<file path="src/rtl/speed_bram_arbiter_if.sv">
// speed_bram_arbiter_if: request, BRAM read-port and response bundle of the speed-profile BRAM arbiter.
interface speed_bram_arbiter_if #(
    parameter int N  = 4,
    parameter int AW = 9,
    parameter int DW = 16
);
    logic [N-1:0]    i_req;
    logic [N*AW-1:0] i_addr;
    logic            o_bram_en;
    logic [AW-1:0]   o_bram_addr;
    logic [DW-1:0]   i_bram_data;
    logic [N-1:0]    o_rsp_valid;
    logic [DW-1:0]   o_rsp_data;
    logic [N-1:0]    o_overrun;
    logic            o_busy;
    modport master (
        output i_req, i_addr, i_bram_data,
        input  o_bram_en, o_bram_addr, o_rsp_valid, o_rsp_data, o_overrun, o_busy
    );
    modport slave (
        input  i_req, i_addr, i_bram_data,
        output o_bram_en, o_bram_addr, o_rsp_valid, o_rsp_data, o_overrun, o_busy
    );
endinterface

</file>
<file path="src/rtl/speed_bram_arbiter.sv">
// speed_bram_arbiter: round-robin sharing of the speed-profile BRAM read port among motor channels,
// one pending read per channel, responses tagged one-hot in grant order.
module speed_bram_arbiter #(
    parameter int C_MOTOR_NBR        = 4,
    parameter int C_BRAM_ADDR_WIDTH  = 9,
    parameter int C_SPEED_DATA_WIDTH = 16,
    parameter int C_BRAM_LATENCY     = 2
) (
    input logic               clk,
    input logic               reset,
    speed_bram_arbiter_if.slave bus
);
    localparam int N   = C_MOTOR_NBR;
    localparam int AW  = C_BRAM_ADDR_WIDTH;
    localparam int LAT = C_BRAM_LATENCY;
    localparam int PW  = $clog2(N);
    logic [N-1:0]  pending, cand, grant;
    logic [AW-1:0] held [N];
    logic [PW-1:0] ptr, win, idx;
    logic          found, tag_busy;
    logic [AW-1:0] win_addr;
    logic [N-1:0]  tags [LAT+1];
    assign cand = pending | bus.i_req;
    always_comb begin
        found = 1'b0;
        win = '0;
        idx = '0;
        for (int i = 0; i < N; i++) begin
            idx = PW'((int'(ptr) + i) % N);
            if (!found && cand[idx]) begin
                found = 1'b1;
                win = idx;
            end
        end
    end
    assign grant    = found ? (N'(1) << win) : '0;
    assign win_addr = pending[win] ? held[win] : bus.i_addr[win*AW +: AW];
    // tags[0] lines up with o_bram_en; tags[LAT] lines up with valid BRAM data
    always_ff @(posedge clk or posedge reset) begin
        if (reset) begin
            pending <= '0;
            ptr <= '0;
            bus.o_bram_en <= 1'b0;
            bus.o_bram_addr <= '0;
            bus.o_overrun <= '0;
            bus.o_rsp_valid <= '0;
            bus.o_rsp_data <= '0;
            for (int k = 0; k < N; k++) held[k] <= '0;
            for (int s = 0; s <= LAT; s++) tags[s] <= '0;
        end else begin
            pending <= cand & ~grant;
            bus.o_overrun <= bus.i_req & pending;
            bus.o_bram_en <= found;
            if (found) begin
                bus.o_bram_addr <= win_addr;
                ptr <= (win == PW'(N - 1)) ? '0 : win + 1'b1;
            end
            for (int k = 0; k < N; k++)
                if (bus.i_req[k] && !pending[k] && !grant[k]) held[k] <= bus.i_addr[k*AW +: AW];
            tags[0] <= grant;
            for (int s = 1; s <= LAT; s++) tags[s] <= tags[s-1];
            bus.o_rsp_valid <= tags[LAT];
            if (|tags[LAT]) bus.o_rsp_data <= bus.i_bram_data;
        end
    end
    always_comb begin
        tag_busy = 1'b0;
        for (int s = 0; s <= LAT; s++) tag_busy = tag_busy | (|tags[s]);
    end
    assign bus.o_busy = (|cand) | bus.o_bram_en | tag_busy | (|bus.o_rsp_valid);
endmodule
</file>
<file path="src/flat_wrapper.sv">
// flat-port wrapper written by rule: the top's interface ports become plain ports
module speed_bram_arbiter_flat 
#(
    parameter int C_MOTOR_NBR        = 4,
    parameter int C_BRAM_ADDR_WIDTH  = 9,
    parameter int C_SPEED_DATA_WIDTH = 16,
    parameter int C_BRAM_LATENCY     = 2
)
  (clk, reset, bus_i_req, bus_i_addr, bus_i_bram_data, bus_o_bram_en, bus_o_bram_addr, bus_o_rsp_valid, bus_o_rsp_data, bus_o_overrun, bus_o_busy);
  speed_bram_arbiter_if bus_i ();
  input logic clk;
  input logic reset;
  input wire logic [$bits(bus_i.i_req)-1:0] bus_i_req;
  input wire logic [$bits(bus_i.i_addr)-1:0] bus_i_addr;
  input wire logic [$bits(bus_i.i_bram_data)-1:0] bus_i_bram_data;
  output wire logic [$bits(bus_i.o_bram_en)-1:0] bus_o_bram_en;
  output wire logic [$bits(bus_i.o_bram_addr)-1:0] bus_o_bram_addr;
  output wire logic [$bits(bus_i.o_rsp_valid)-1:0] bus_o_rsp_valid;
  output wire logic [$bits(bus_i.o_rsp_data)-1:0] bus_o_rsp_data;
  output wire logic [$bits(bus_i.o_overrun)-1:0] bus_o_overrun;
  output wire logic [$bits(bus_i.o_busy)-1:0] bus_o_busy;
  assign bus_i.i_req = bus_i_req;
  assign bus_i.i_addr = bus_i_addr;
  assign bus_i.i_bram_data = bus_i_bram_data;
  assign bus_o_bram_en = bus_i.o_bram_en;
  assign bus_o_bram_addr = bus_i.o_bram_addr;
  assign bus_o_rsp_valid = bus_i.o_rsp_valid;
  assign bus_o_rsp_data = bus_i.o_rsp_data;
  assign bus_o_overrun = bus_i.o_overrun;
  assign bus_o_busy = bus_i.o_busy;
  speed_bram_arbiter #(.C_MOTOR_NBR(C_MOTOR_NBR), .C_BRAM_ADDR_WIDTH(C_BRAM_ADDR_WIDTH), .C_SPEED_DATA_WIDTH(C_SPEED_DATA_WIDTH), .C_BRAM_LATENCY(C_BRAM_LATENCY)) u_core (.clk(clk), .reset(reset), .bus(bus_i));
endmodule
</file>
<file path="config.mk">
export PLATFORM = sky130hd
export DESIGN_NAME = speed_bram_arbiter_flat
export DESIGN_NICKNAME = d
export VERILOG_FILES = /design/src/rtl/speed_bram_arbiter_if.sv /design/src/rtl/speed_bram_arbiter.sv /design/src/flat_wrapper.sv
export SDC_FILE = /design/constraint.sdc
export NUM_CORES = 1
export LEC_CHECK = 0
export ABC_CLOCK_PERIOD_IN_PS = 4950
export BUFFER_PORTS_ARGS = -buffer_cell sky130_fd_sc_hd__buf_2
export CORE_MARGIN = 3
export CORE_UTILIZATION = 35
export DETAILED_ROUTE_END_ITERATION = 12
export SYNTH_ARGS = -nofsm -noshare
export SYNTH_HDL_FRONTEND = slang
export SYNTH_SLANG_ARGS = --single-unit
</file>
<file path="constraint.sdc">
create_clock -name clk -period 4.95 [get_ports clk]
set_input_delay 0.99 -clock clk [delete_from_list [all_inputs] [get_ports clk]]
set_output_delay 0.99 -clock clk [all_outputs]
set_load 0.05 [all_outputs]
</file>
==> flow_summary_export.csv <==
group,metric,value,unit
status,status,"finished clean",
logic_synthesis,ys_types,45,
sta,fin_skew,0.005031,ns
floorplanning,die_h,113.5,um
floorplanning,coreArea,0.01108,mm^2
power,power_density,831.3,mW/mm^2
sta,holdWs,0.3685,ns
clock_tree,clk_latency,0.34,ns
logic_synthesis,synth_nets,382,
detailed_routing,drc_errors,0,
cells_and_area,drive_gt1_share,42.58,%
floorplanning,rows,38,
logic_synthesis,synthSimpleGateAreaFrac,9.659,%
clock_tree,cts_sinks,88,
logic_synthesis,netlist_area,0.004041,mm^2
sta,rsz0062_at_grt,"no",
logic_synthesis,ys_ff_latch,88,
placed_design,hpwl,6958,um
clock_tree,clk_pin_slew,0.06,ns
run,cap_violations,0,
clock_tree,ctsHoldBuffers,0,
grt,grt-ovfl-total,0,
cells_and_area,regArea,0.002202,mm^2
floorplanning,start_util,36.48,%
floorplanning,die_width,113.5,um
sta,period_share,74.69,%
sta,drv_slew,0,
grt,grt_pass1_vias,2964,
sta,fin_crit,3.697,ns
cells_and_area,finish.net_count,472,
logic_synthesis,yosysSeqAreaShare,54.49,%
sta,max_slew.worst_pin.slew,0.9075,ns
logic_synthesis,synth_xor_area_share,0,%
setup_path,startpoint_type,"primary input",
clock_tree,ctsResizeCount,0,
placed_design,gp_congestion,0.7974,
grt,grt_start_max_net_pins,50,
floorplanning,io_pins,93,
clock_tree,cts_tree,"built",
clock_tree,clockBufferDepth,2,
sta,hold_viol_final,0,
logic_synthesis,syn_inst,323,
clock_tree,htreeDepth,3,
setup_path,required,3.96,ns
grt,grt_pass1_wl,15420,um
sta,setup_viol,0,
floorplanning,dieArea,0.01287,mm^2
cells_and_area,nFillCells,1055,
detailed_routing,via_count,2908,
setup_path,worstSetupPathType,"primary input to output port",
logic_synthesis,synth_edf_count,0,
clock_tree,cts_root_buffer,"clkbuf_16",
logic_synthesis,synth_compound_area_share,11.86,%
logic_synthesis,synthMuxAreaShare,20.06,%
grt,antenna_found_initial,0,
logic_synthesis,syn_avg_cell_area,12.51,um^2
setup_path,crit_path_end_kind,"output port",
logic_synthesis,synth_top_family_by_area,"multiplexers",
setup_path,arrival,2.71,ns
detailed_routing,routedWlPerCell,17.06,um
cells_and_area,diodes,0,
detailed_routing,drt_iter0_markers,185,
detailed_routing,drtAntennaViolNets,0,
detailed_routing,post_drt_via_cell_ratio,5.211,
detailed_routing,drt_wl_total,9517,um
clock_tree,cts_made_buffers,9,
detailed_routing,drt_pass1_iterations,4,
sta,fmax,270.5,MHz
logic_synthesis,synth_flop_cell,"dfrtp_1",
placed_design,portBuffers,92,
setup_path,r2r_setup_slack,1.88,ns
grt,track_usage,15.21,%
logic_synthesis,synthAdderAreaFrac,0.3096,%
power,leakagePower,2.248,nW
cells_and_area,multi_input_area,0.001699,mm^2
cells_and_area,syn_to_final_growth,21.39,%
setup_path,path_max_fanout,24,
sta,worst_slew_margin_rel,39.44,%
logic_synthesis,ys_warn_count,0,
power,peakVddDrop,0.5258,mV
logic_synthesis,ys_async_sr_fraction,100.0,%
clock_tree,cts_setup_buffers,0,
sta,setup-tns-final,0,ns
min_path,min_path_type,"flop to flop",
[cell usage in the layout, fill, tap and decap left out, types with 3 or more instances in the layout]
cell	synthesis	routed
o211ai_1	7	7
mux2_1	8	8
dfrtp_1	88	88
mux2_2	44	44
buf_2	5	92
and2_1	6	6
nor2_1	21	21
inv_1	4	3
o2111ai_1	3	3
o211ai_2	3	3
mux2_4	9	9
a221o_1	9	9
nand3_1	21	21
nand2_1	10	10
a21oi_1	11	11
buf_4	2	7
clkbuf_16	0	9
o21ai_0	11	11
mux2i_1	9	9
a31oi_1	9	9
[cell type report]
class | count | share of cell area, %
clock buffers | 10 | 4.667
well taps | 140 | 3.571
repair buffers | 99 | 10.46
clock inverters | 6 | 1.377
multi-input cells | 210 | 34.63
flip-flops and latches | 88 | 44.89
inverters | 5 | 0.4081
[worst max-delay path, stage by stage]
cell and delay (ns):
buf_2 0.14, or2_2 0.34, nor3_1 0.20, nand3_1 0.11, buf_4 0.25, nor4_1 0.32
nand4_1 0.13, buf_2 0.23
[layer usage]
metal | track usage [%] | vias up | wire length [um]
li1 | - | 1374 | -
met1 | 20.18 | 1404 | 4275
met2 | 24.76 | 119 | 4485
met3 | 3.979 | 11 | 632
met4 | 4.247 | 0 | 123
met5 | 0 | - | 0
[registers in the layout, summed over array words and instances, names as in the netlist]
name / flops
u_core.bus.o_rsp_data: 16
u_core.held: 36
u_core.bus.o_rsp_valid: 4
u_core.bus.o_bram_addr: 9
u_core.bus.o_bram_en: 1
u_core.ptr: 2
u_core.pending: 4
u_core.tags: 12
u_core.bus.o_overrun: 4
[Yosys cell counts (6+ instances only)]
cell      number  area share, %
dfrtp_1       88             54
mux2_2        44             12
nand3_1       21            2.6
nor2_1        21            2.0
a21oi_1       11            1.4
o21ai_0       11            1.4
nand2_1       10           0.93
a221o_1        9            2.2
a31oi_1        9            1.4
mux2_4         9            3.3
mux2i_1        9            2.2
mux2_1         8            2.2
clkbuf_1       7           0.65
o211ai_1       7            1.3
and2_1         6           0.93
[report_power, final]
group | switching, mW | total (mW) | internal (mW)
clock network | 0.284 | 0.677 | 0.394
logic | 1.30 | 2.13 | 0.826
registers | 0.204 | 1.28 | 1.07
[through the flow]
stage / total power, mW / setup WS, ns / instances / utilization, % / instance area (um^2)
floorplan: 3.005 / 1.513 / 323 / - / 4041
global placement: 3.379 / 1.279 / 542 / 41.61 / 4609
detailed placement: 3.420 / 1.213 / 542 / 41.61 / 4609
CTS: 4.113 / 1.263 / 558 / 44.29 / 4906
global route: 4.346 / 1.084 / 558 / 44.29 / 4906
finish: 4.078 / 1.253 / 558 / 44.29 / 4906
[path summary, 6_finish.rpt]
path,from,endpoint,cells after the start
setup / recovery,bus_i_req[3],bus_o_busy,8
hold / removal,u_core.tags[5]$_DFF_PP0_,u_core.tags[1]$_DFF_PP0_,0
setup reg to reg,u_core.pending[1]$_DFF_PP0_,u_core.held[4]$_DFFE_PP0P_,8
hold reg to reg,u_core.tags[5]$_DFF_PP0_,u_core.tags[1]$_DFF_PP0_,0
max in group asynchronous,reset,u_core.held[18]$_DFFE_PP0P_,3
min in group asynchronous,reset,u_core.held[17]$_DFFE_PP0P_,2
[cell families (layout without fill, tap and decap cells)]
kind of cell / Yosys count / count (layout)
fa+ha+maj: 1 / 1
buf+inv: 25 / 120
flops: 88 / 88
simple gates: 76 / 76
mux: 70 / 70
compound gates: 63 / 63
Power figures use the tool's default switching activity.
